File: config.mk
export PLATFORM = sky130hd
export DESIGN_NAME = mmm_serial_core
export DESIGN_NICKNAME = d
export VERILOG_FILES = /design/src/rtl/mmm_serial_core.sv
export SDC_FILE = /design/constraint.sdc
export NUM_CORES = 1
export LEC_CHECK = 0
export BUFFER_PORTS_ARGS = -buffer_cell sky130_fd_sc_hd__buf_2
export CAP_MARGIN = 15
export CORE_MARGIN = 2
export CORE_UTILIZATION = 42
export DETAILED_ROUTE_END_ITERATION = 7
export PLACE_DENSITY_LB_ADDON = 0.2
export REMOVE_ABC_BUFFERS = 1
export SLEW_MARGIN = 40
export SYNTH_ARGS = -nofsm -noshare
export SYNTH_HDL_FRONTEND = slang
export SYNTH_SLANG_ARGS = --single-unit
File: constraint.sdc
create_clock -name clk -period 6.4 [get_ports clk]
set_input_delay 0.96 -clock clk [delete_from_list [all_inputs] [get_ports clk]]
set_output_delay 0.96 -clock clk [all_outputs]
set_load 0.02 [all_outputs]
File: src/rtl/mmm_serial_core.sv
// Bit-serial radix-2 Montgomery modular multiplier: result = a*b*2^-WIDTH mod n.
// Consumes one multiplier bit per enabled cycle, then applies a single
// conditional subtraction. An even modulus is reported on err without iterating.
module mmm_serial_core #(
    parameter int unsigned WIDTH = 8
) (
    input  logic             clk,
    input  logic             rst,
    input  logic             ena,
    input  logic             start,
    input  logic [WIDTH-1:0] a,
    input  logic [WIDTH-1:0] b,
    input  logic [WIDTH-1:0] n,
    output logic             busy,
    output logic             done,
    output logic             err,
    output logic [WIDTH-1:0] result
);

    localparam int unsigned CW = (WIDTH > 2) ? $clog2(WIDTH) : 1;
    localparam logic [CW-1:0] CNT_LAST = CW'(WIDTH - 1);
    localparam logic [CW-1:0] CNT_ONE  = CW'(1);

    typedef enum logic [1:0] {
        S_IDLE = 2'd0,
        S_ITER = 2'd1,
        S_CORR = 2'd2,
        S_DONE = 2'd3
    } state_t;

    state_t           state_q;
    logic [WIDTH+1:0] acc_q;
    logic [CW-1:0]    cnt_q;
    logic [WIDTH-1:0] a_q;
    logic [WIDTH-1:0] b_q;
    logic [WIDTH-1:0] n_q;
    logic             busy_q;
    logic             done_q;
    logic             err_q;
    logic [WIDTH-1:0] result_q;

    logic [WIDTH+1:0] b_ext;
    logic [WIDTH+1:0] n_ext;
    logic [WIDTH+1:0] sum_add;
    logic [WIDTH+1:0] sum_red;
    logic [WIDTH+1:0] acc_d;
    logic [WIDTH-1:0] result_d;

    // Montgomery step and final correction; acc < 2n keeps every sum below 4n,
    // so WIDTH+2 bits hold the full value before the halving shift.
    always_comb begin
        b_ext    = {2'b00, b_q};
        n_ext    = {2'b00, n_q};
        sum_add  = acc_q + (a_q[0] ? b_ext : '0);
        sum_red  = sum_add[0] ? (sum_add + n_ext) : sum_add;
        acc_d    = sum_red >> 1;
        result_d = WIDTH'((acc_q >= n_ext) ? (acc_q - n_ext) : acc_q);
    end

    // Control FSM with registered outputs; everything holds while ena is low.
    always_ff @(posedge clk or posedge rst) begin
        if (rst) begin
            state_q  <= S_IDLE;
            acc_q    <= '0;
            cnt_q    <= '0;
            a_q      <= '0;
            b_q      <= '0;
            n_q      <= '0;
            busy_q   <= 1'b0;
            done_q   <= 1'b0;
            err_q    <= 1'b0;
            result_q <= '0;
        end else if (ena) begin
            case (state_q)
                S_IDLE: begin
                    done_q <= 1'b0;
                    if (start) begin
                        a_q    <= a;
                        b_q    <= b;
                        n_q    <= n;
                        acc_q  <= '0;
                        cnt_q  <= '0;
                        busy_q <= 1'b1;
                        if (n[0]) begin
                            err_q   <= 1'b0;
                            state_q <= S_ITER;
                        end else begin
                            err_q    <= 1'b1;
                            result_q <= '0;
                            done_q   <= 1'b1;
                            state_q  <= S_DONE;
                        end
                    end
                end
                S_ITER: begin
                    acc_q <= acc_d;
                    a_q   <= a_q >> 1;
                    cnt_q <= cnt_q + CNT_ONE;
                    if (cnt_q == CNT_LAST) begin
                        state_q <= S_CORR;
                    end
                end
                S_CORR: begin
                    result_q <= result_d;
                    done_q   <= 1'b1;
                    state_q  <= S_DONE;
                end
                S_DONE: begin
                    done_q  <= 1'b0;
                    busy_q  <= 1'b0;
                    state_q <= S_IDLE;
                end
                default: begin
                    state_q  <= S_IDLE;
                    acc_q    <= '0;
                    cnt_q    <= '0;
                    a_q      <= '0;
                    b_q      <= '0;
                    n_q      <= '0;
                    busy_q   <= 1'b0;
                    done_q   <= 1'b0;
                    err_q    <= 1'b0;
                    result_q <= '0;
                end
            endcase
        end
    end

    assign busy   = busy_q;
    assign done   = done_q;
    assign err    = err_q;
    assign result = result_q;

endmodule

==> out/qor.csv, run 1 <==
stage;metric;value;unit
drt;antenna_left;0;
yosys;synthFlopType;dfrtp_1;
layout;final_common_cell;dfrtp_1;
clocking;cts_resized;0;
yosys;ys_ff_latch;49;
sta;period_share;52.0;%
floorplan;die_width;92.4;um
place;io_buffers;38;
yosys;synth_compound_area_share;14.6;%
drt;drcViolationCount;0;
critical_path;end_kind;register;
sta;worstMarginPinSlew;0.711;ns
yosys;synth_top_area_share;37.3;%
critical_path;arrival;3.53;ns
power;irDropWorstVdd;226;uV
yosys;synth_cell_types;42;
place;dp_hpwl;4.96;mm
clocking;clockRootBuffer;clkbuf_8;
yosys;ys_warn_count;0;
grt;gr-total-overflow;0;
layout;final_util;47.9;%
place;dpl_cell_area;3560;um2
clocking;cts_buffers;5;
power;seqPwrFrac;29.0;%
drt;first_pass_iters;4;
clocking;cts_tree;done;
drt;wire_per_inst;13.1;um
clocking;clock_sinks;49;
clocking;clockBufferDepth;2;
yosys;synth_adder_area_share;13.3;%
power;power.leakage;1.84;nW
sta;rsz0062_at_grt;false;
grt;grt_antenna_before_repair;0;
floorplan;core;7650;um2
layout;diodes;0;
floorplan;initial_utilization;42.9;%
min_path;hp-class;register to register;
layout;stdcell_area;3670;um2
power;p_sw_share;44.1;%
grt;track_usage;16.4;%
place;finalWeightedCongestion;0.819;
status;outcome;finished clean;
yosys;synth_edf_count;0;
critical_path;cp_data_required_time;6.60;ns
yosys;synth-simple-area-share;13.5;%
clocking;cts_setup_buffers;0;
power;power_frac_clock;10.5;%
power;p_sw;835;uW
flow_run;drv_cap;0;
place;placed_cells;478;
yosys;yosysSeqAreaShare;37.3;%
layout;most-common-layout-cells;dfrtp_1 (49), nand2_1 (47), buf_2 (38);
floorplan;die_area;8540;um2
sta;clock_skew;0.00859;ns
grt;grt_pass1_vias;2458;
sta;timing.final.hold_violations;0;
sta;tns;0;ns
yosys;synth.avg_cell_area;9.43;um2
floorplan;io_pins;39;
drt;vias;2482;
yosys;synth_area_leaders;dfrtp_1 (37%), ha_1 (11%), mux2i_1 (6.1%), mux2_2 (5.8%), nand2_1 (5.4%);
layout;drive_gt1_share;18.0;%
power;power_frac_comb;60.5;%
yosys;netlist_area;3280;um2
clocking;path_clk_slew;0.09;ns
clocking;worstSkewPairLatency;0.30;ns
sta;fmax;301;MHz
drt;drtIter0Drc;117;
clocking;cts_hold_buf;0;
sta;drv_slew;0;
critical_path;crit_type;register to register;
yosys;async_reset_ff_share;100;%
critical_path;crit_fanout;9;
clocking;h-tree-depth;2;
yosys;synth.area.mux_share;11.9;%
sta;finalSetupViolCount;0;
layout;syn_to_final_growth;11.7;%
yosys;synthXorXnorAreaFrac;5.07;%
yosys;yosysTopAreaCell;dfrtp_1;
grt;grt_max_degree;50;
grt;grt_pass1_wl;11.3;mm
yosys;synth_cells;348;
sta;slew_headroom;52.5;%
critical_path;start_kind;register;
layout;final_cells;486;
sta;fin_crit;3.33;ns
drt;wl;6.35;mm
floorplan;fp.dieH;92.4;um
power;powerDensity;516;nW/um2
floorplan;rows;32;
yosys;synth_top_family_by_area;compound AO/OA/AOI/OAI gates;
layout;fin_nets;444;
drt;vias_per_cell;5.11;
power;intPower;1.06;mW
-- logic make-up (layout without fill, tap and decap cells) --
logic type / after synthesis / in the layout
xor+xnor: 19 / 19
flops: 49 / 49
buf+inv: 36 / 72
simple gates: 99 / 99
mux: 37 / 37
fa+ha+maj: 33 / 33
compound gates: 75 / 75
-- per-layer routing --
metal	GRT usage, %	routed length (um)	share of wire (%)	up-vias
met5	0	0	0	-
met4	3.73	31	0.49	0
met3	2.77	232	3.7	4
met2	27.7	2930	46	48
met1	22.0	3150	50	1143
li1	-	-	-	1287
-- stage by stage --
stage / hold WS [ns] / total power, mW / setup WS, ns
floorplan: 0.450 / 1.46 / 3.35
global placement: 0.456 / 1.68 / 3.17
detailed placement: 0.470 / 1.70 / 3.06
CTS: 0.493 / 1.91 / 3.05
global route: 0.520 / 2.09 / 2.78
finish: 0.481 / 1.89 / 3.07
-- sequential cells by signal, summed over array words and instances, names as in the netlist, 2 cells and up --
register / flops
b_q: 8
cnt_q: 3
state_q: 2
acc_q: 9
result: 8
a_q: 8
n_q: 8
-- cells in the mapped netlist, types with 4 or more instances --
cell type,n
ha_1,30
xnor2_1,12
mux2i_1,20
clkbuf_1,8
inv_1,25
nand2_1,47
mux2_2,17
nor2_1,14
nand3_1,9
o21ai_1,8
nor3_1,9
a21oi_1,14
and2_1,8
dfrtp_1,49
xor2_1,7
o21ai_0,22
a21o_1,6
nand4_1,4
-- critical path, cell delays in order, from the launching register on --
cell	delay, ns
dfrtp_1	0.45
and2_1	0.16
ha_1	0.15
inv_1	0.06
fa_1	0.39
nand2b_1	0.18
a21oi_1	0.19
nand2b_1	0.13
a21oi_1	0.07
xnor2_1	0.15
ha_1	0.36
nand2_1	0.08
a21oi_2	0.16
nor3_1	0.09
or3_1	0.36
a32o_1	0.26
-- power groups by stage --
stage	Clock, mW	Combinational [mW]	Sequential, mW
5_1_grt	0.216	1.30	0.572
2_1_floorplan	0	0.910	0.553
4_1_cts	0.207	1.15	0.550
3_3_place_gp	0	1.12	0.553
3_5_place_dp	0	1.15	0.557
6_report	0.200	1.14	0.549
-- area by class of cell --
cell class	instances	area (um2)
fill	750	3980
multi-input combinational	263	1920
sequential	49	1230
timing repair buffer	39	198
tap	102	128
clock buffer	7	96.3
inverter	25	96.3
clock inverter	1	5.00
-- path summary, 6_finish.rpt --
| check | start | endpoint | slack [ns] | cells after the start |
|---|---|---|---|---|
| max in group asynchronous | rst | b_q[6] | 5.26 | 2 |
| hold / removal | err | err | 0.48 | 2 |
| hold reg to reg | err | err | 0.48 | 2 |
| setup / recovery | a_q[0] | acc_q[8] | 3.07 | 15 |
| min in group asynchronous | rst | a_q[6] | 0.74 | 2 |
| setup reg to reg | a_q[0] | acc_q[8] | 3.07 | 15 |
Note: power is estimated with default switching activity, not from simulation.
==> run 2, diff against run 1 <==
--- a/config.mk
+++ b/config.mk
@@ -5,6 +5,7 @@
 export SDC_FILE = /design/constraint.sdc
 export NUM_CORES = 1
 export LEC_CHECK = 0
+export ABC_AREA = 1
 export BUFFER_PORTS_ARGS = -buffer_cell sky130_fd_sc_hd__buf_2
 export CAP_MARGIN = 15
 export CORE_MARGIN = 2
==> constraint.sdc (replaced) <==
create_clock -name clk -period 3.4 [get_ports clk]
set_input_delay 0.51 -clock clk [delete_from_list [all_inputs] [get_ports clk]]
set_output_delay 0.51 -clock clk [all_outputs]
set_load 0.02 [all_outputs]
==> run 2 against run 1 <==
  * Routed wire length increased by 21%
  * Sequential power increased by 89%
  * Flip-flop and latch count unchanged
  * First-iteration DRC count increased by 6.0%
  * Register-to-register slack got worse by 2.6 ns
  * Utilization decreased by 0.41 points
  * Total power increased by 120%
  * Critical endpoint unchanged
  * Largest cell class unchanged
==> out/qor.csv, run 2 <==
stage;metric;value;unit
critical_path;ff2ff_setup_slack;0.44;ns
drt;vias_per_cell;4.88;
yosys;synth_edf_count;0;
power;irDropWorstVdd;365;uV
layout;final_util;47.5;%
layout;syn_to_final_growth;10.8;%
clocking;path_clk_slew;0.09;ns
floorplan;core;8130;um2
clocking;h-tree-depth;2;
clocking;cts_hold_buf;0;
yosys;synth.most_common_cell;nand2_1;
sta;clock_skew;0.00930;ns
yosys;async_reset_ff_share;100;%
drt;routed.top_layer;met4;
clocking;cts_setup_buffers;0;
layout;final_common_cell;nand2_1;
critical_path;crit_slowest_cell;dfrtp_2;
critical_path;critPathTopFamily;simple AND/OR/NAND/NOR gates;
clocking;clock_sinks;49;
yosys;synth_area_leaders;dfrtp_1 (35%), nand2_1 (16%), ha_1 (11%), inv_1 (6.2%), o21ai_0 (2.4%);
critical_path;crit_buf_inv;3;
status;outcome;finished clean;
critical_path;end_kind;register;
sta;drv_slew;0;
sta;fmax;338;MHz
place;placed_cells;592;
yosys;ys_warn_count;0;
grt;grt_pass1_vias;2855;
layout;largest_register_ffs;9;
clocking;worstSkewPairLatency;0.31;ns
power;seqPwrFrac;25.5;%
grt;grt_antenna_before_repair;0;
drt;antenna_left;0;
critical_path;cp_data_required_time;3.60;ns
critical_path;crit_path_start;a_q[0];
place;io_buffers;38;
clocking;clockBufferDepth;2;
layout;most-common-layout-cells;nand2_1 (153), inv_1 (57), dfrtp_1 (48);
drt;drcViolationCount;0;
place;dp_slack;0.385;ns
drt;wire_per_inst;12.8;um
place;dpl_cell_area;3770;um2
power;power_frac_clock;9.0;%
clocking;cts_tree;done;
critical_path;reg2reg_depth;22;
drt;first_pass_iters;4;
clocking;cts_resized;0;
yosys;synth_cells;456;
floorplan;io_pins;39;
layout;diodes;0;
layout;largest_register;acc_q;
critical_path;worstReg2RegEnd;acc_q[8];
grt;gr-total-overflow;0;
critical_path;crit_type;register to register;
sta;timing.final.hold_violations;0;
yosys;synthTopCellsByCount;nand2_1 (153), inv_1 (58), dfrtp_1 (49);
sta;whs;0.279;ns
yosys;netlist_area;3490;um2
sta;slew_headroom;58.6;%
floorplan;die_area;9060;um2
critical_path;slowest_delay;0.44;ns
drt;vias;2923;
sta;fin_crit;2.96;ns
clocking;clockRootBuffer;clkbuf_8;
yosys;synthFlopType;dfrtp_1;
floorplan;initial_utilization;42.9;%
drt;drtIter0Drc;124;
place;finalWeightedCongestion;0.910;
min_path;hp-class;input pin to async pin;
floorplan;fp.dieH;95.2;um
grt;grt_max_degree;50;
grt;track_usage;18.4;%
sta;finalSetupViolCount;0;
yosys;yosysSeqAreaShare;35.1;%
sta;tns;0;ns
power;powerDensity;1060;nW/um2
layout;fin_nets;555;
drt;met1_length;3.79;mm
sta;worst_slack;0.438;ns
sta;rsz0062_at_grt;false;
clocking;cts_buffers;5;
power;power;4.10;mW
drt;detailroute.wirelength.met2;3.47;mm
place;dp_hpwl;5.83;mm
power;p_sw;2.10;mW
critical_path;reg2reg_from;a_q[0];
yosys;ys_ff_latch;49;
critical_path;worstPathCellList;nand2_1 -> inv_1 -> ha_1 -> inv_1 -> fa_1 -> inv_1 -> nand2_1 -> nand2_1 -> nand2_1 -> xor2_1 -> ha_1 -> nand2_1 -> nor3_1 -> nor2_1 -> nor2_1 -> nand3_1 -> nand2_1 -> nand2_1 -> nand2_1 -> nand2_1 -> nand2_1 -> nand2_1;
floorplan;rows;33;
layout;final_cells;599;
layout;drive_gt1_share;17.4;%
flow_run;drv_cap;0;
sta;period_share;87.1;%
layout;stdcell_area;3870;um2
yosys;synth_cell_types;41;
drt;wl_met3;268;um
power;power.leakage;2.13;nW
critical_path;start_kind;register;
sta;worstMarginPinSlew;0.621;ns
critical_path;crit_top_cell;nand2_1;
drt;wl;7.66;mm
floorplan;die_width;95.2;um
power;p_sw_share;51.3;%
power;power_frac_comb;65.5;%
power;intPower;2.00;mW
yosys;synth.avg_cell_area;7.66;um2
critical_path;crit_fanout;9;
yosys;synth_top_area_share;35.1;%
grt;grt_pass1_wl;13.0;mm
critical_path;arrival;3.16;ns
yosys;yosysTopAreaCell;dfrtp_1;
[run 2: cell type report]
cell class,count,area (um2)
well taps,105,131
clock buffers,6,82.6
multi-input cells,335,1970
fillers,852,4270
inverters,63,239
repair buffers,40,205
flip-flops and latches,49,1230
clock inverters,1,7.51
[run 2: per-layer routing]
layer,track usage (%),vias to the layer above
met5,0,-
met2,31.2,59
met1,24.3,1318
met4,6.04,0
met3,2.21,8
li1,-,1538
[run 2: how the worst max path moves through the flow]
stage | end | slack, ns | depth (start not counted)
CTS | acc_q[8] | 0.37 | 22
global route | acc_q[8] | 0.03 | 22
floorplan | acc_q[8] | 0.70 | 22
global placement | acc_q[8] | 0.49 | 22
detailed placement | acc_q[8] | 0.39 | 22
finish | acc_q[8] | 0.44 | 22
[run 2: power groups by stage]
stage / sequential (mW) / combinational [mW] / clock (mW)
finish: 1.04 / 2.69 / 0.370
global route: 1.08 / 3.06 / 0.404
CTS: 1.04 / 2.69 / 0.383
detailed placement: 1.05 / 2.68 / 0
global placement: 1.05 / 2.64 / 0
floorplan: 1.06 / 2.10 / 0
[run 2: kinds of logic (layout without fill, tap and decap cells)]
group	Yosys count	in the layout	share of synthesized area (%)
compound gates	73	73	13.0
xor+xnor	13	13	3.26
fa+ha+maj	33	33	12.5
buf+inv	72	110	8.35
flops	49	49	35.1
simple gates	216	216	27.7
[run 2: worst reg2reg max path, delay by kind of cell, from the launching register on]
kind	cells	cell delay (ns)
xor gates and xnor gates	1	0.16
DFF	1	0.44
adders and majority gates	3	0.88
and+or+nand+nor	15	1.20
buffers and inverters	3	0.17
==> run 3, diff against run 2 <==
--- a/config.mk
+++ b/config.mk
@@ -6,7 +6,7 @@
 export NUM_CORES = 1
 export LEC_CHECK = 0
 export ABC_AREA = 1
-export BUFFER_PORTS_ARGS = -buffer_cell sky130_fd_sc_hd__buf_2
+export BUFFER_PORTS_ARGS = -buffer_cell sky130_fd_sc_hd__buf_4
 export CAP_MARGIN = 15
 export CORE_MARGIN = 2
 export CORE_UTILIZATION = 42
==> run 3 against run 2 <==
  * Routed wire length is 1.1% lower
  * Clock power is 2% higher
  * Fmax is 2.5% lower
  * First-iteration DRC count is 0.81% higher
  * Die area stayed put
  * Clock skew is 0.0051 ns lower
  * Count of clock-buffer cells in the layout stayed put
  * Combinational power is 1% higher
  * Largest cell class unchanged
  * Largest power group unchanged
==> out/qor.csv, run 3 (synthesized netlist as in run 2, its figures left out) <==
stage;metric;value;unit
layout;final_cells;600;
layout;fin_nets;555;
sta;finalSetupViolCount;0;
critical_path;worstPathCellList;nand2_1 -> inv_1 -> ha_1 -> inv_1 -> fa_1 -> inv_1 -> nand2_1 -> nand2_1 -> nand2_1 -> xor2_1 -> ha_1 -> nand2_1 -> nor3_1 -> nor2_1 -> nor2_1 -> nand3_1 -> nand2_1 -> nand2_1 -> nand2_1 -> nand2_1 -> nand2_1 -> nand2_1;
sta;clock_skew;0.00423;ns
place;finalWeightedCongestion;0.928;
sta;worst_slack;0.363;ns
power;irDropWorstVdd;345;uV
layout;final_util;48.8;%
critical_path;arrival;3.25;ns
critical_path;crit_fanout;9;
clocking;h-tree-depth;2;
floorplan;rows;33;
layout;most-common-layout-cells;nand2_1 (153), inv_1 (57), dfrtp_1 (48);
drt;antenna_left;0;
place;io_buffers;38;
drt;wire_per_inst;12.6;um
floorplan;core;8130;um2
power;power.leakage;2.17;nW
flow_run;drv_cap;0;
grt;gr-total-overflow;0;
sta;timing.final.hold_violations;0;
status;outcome;finished clean;
layout;final_common_cell;nand2_1;
drt;vias_per_cell;4.96;
grt;grt_antenna_before_repair;0;
layout;largest_register_ffs;9;
place;dp_slack;0.353;ns
clocking;clockBufferDepth;2;
sta;drv_slew;0;
layout;largest_register;acc_q;
power;p_sw;2.11;mW
sta;worstMarginPinSlew;0.605;ns
critical_path;cp_data_required_time;3.61;ns
drt;first_pass_iters;6;
floorplan;fp.dieH;95.2;um
critical_path;crit_type;register to register;
critical_path;end_kind;register;
critical_path;slowest_delay;0.44;ns
layout;seq_area;1230;um2
drt;drcViolationCount;0;
grt;track_usage;18.6;%
grt;busiest_layer;met2;
layout;syn_to_final_growth;13.7;%
sta;rsz0062_at_grt;false;
critical_path;critPathTopFamily;simple AND/OR/NAND/NOR gates;
place;dp_hpwl;5.83;mm
critical_path;ff2ff_setup_slack;0.36;ns
sta;period_share;89.3;%
critical_path;crit_slowest_cell;dfrtp_2;
sta;fin_crit;3.04;ns
clocking;clockRootBuffer;clkbuf_8;
floorplan;initial_utilization;42.9;%
power;powerDensity;1050;nW/um2
min_path;hp-class;input pin to async pin;
grt;grt_max_degree;50;
drt;vias;2974;
layout;multiInputGateArea;1970;um2
clocking;worstSkewPairLatency;0.31;ns
clocking;cts_buffers;5;
sta;slew_headroom;59.7;%
power;power_frac_comb;65.7;%
floorplan;die_width;95.2;um
sta;fmax;329;MHz
layout;fillers;801;
sta;tns;0;ns
grt;grt_pass1_wl;13.3;mm
clocking;cts_tree;done;
grt;grt_pass1_vias;2891;
critical_path;crit_buf_inv;3;
power;power;4.16;mW
layout;diodes;0;
grt;groute.layer.met3.usage;2.92;%
grt;use_met2;31.9;%
drt;drtIter0Drc;125;
power;seqPwrFrac;25.2;%
clocking;clock_sinks;49;
clocking;cts_hold_buf;0;
critical_path;crit_top_cell;nand2_1;
critical_path;start_kind;register;
grt;global_route.usage.met1;24.7;%
floorplan;io_pins;39;
power;power_frac_clock;9.1;%
place;placed_cells;592;
drt;wl;7.58;mm
layout;drive_gt1_share;17.6;%
clocking;path_clk_slew;0.09;ns
power;p_sw_share;50.8;%
power;intPower;2.05;mW
floorplan;die_area;9060;um2
[run 3: cell count changes in the layout (fill, tap and decap cells not counted), sizes merged]
cell and change:
clkinvlp -1, clkinv +2
[run 3: layout make-up]
class,instances,area share [%]
clock inverters,2,0.347
multi-input cells,335,49.7
repair buffers,40,7.57
inverters,63,6.02
flip-flops and latches,49,30.9
clock buffers,6,2.08
well taps,105,3.31
[run 3: power by group through the flow]
| stage | Combinational [mW] | Sequential [mW] | Clock (mW) |
|---|---|---|---|
| 3_5_place_dp | 2.72 | 1.06 | 0 |
| 2_1_floorplan | 2.10 | 1.06 | 0 |
| 6_report | 2.73 | 1.05 | 0.377 |
| 3_3_place_gp | 2.67 | 1.05 | 0 |
| 4_1_cts | 2.74 | 1.05 | 0.386 |
| 5_1_grt | 3.14 | 1.09 | 0.411 |
[run 3: per-stage QoR]
step / hold slack (ns) / cell area, um2
2_1_floorplan: 0.442 / 3440
3_3_place_gp: 0.461 / 3870
3_5_place_dp: 0.467 / 3870
4_1_cts: 0.303 / 3970
5_1_grt: 0.322 / 3970
6_report: 0.271 / 3970
[run 3: per-layer routing]
layer	up-vias	part of all wire [%]
li1	1535	-
met1	1374	48
met2	58	47
met3	7	3.7
met4	0	1.1
met5	-	0
[run 3: repair_timing]
item / 4_1_cts / 5_1_grt
setup buffers: 0 / 0
endpoints found under the hold margin: 0 / 0
endpoints found under the setup margin: 0 / 1
resized for setup: 0 / 1
[run 3: worst paths after layout]
path | start | end | cells past startpoint
max in group asynchronous | rst | a_q[0] | 2
min | rst | a_q[1] | 2
min in group clk | b[6] | b_q[6] | 3
max | a_q[0] | acc_q[8] | 22
max reg2reg | a_q[0] | acc_q[8] | 22
min reg2reg | a_q[7] | a_q[7] | 2
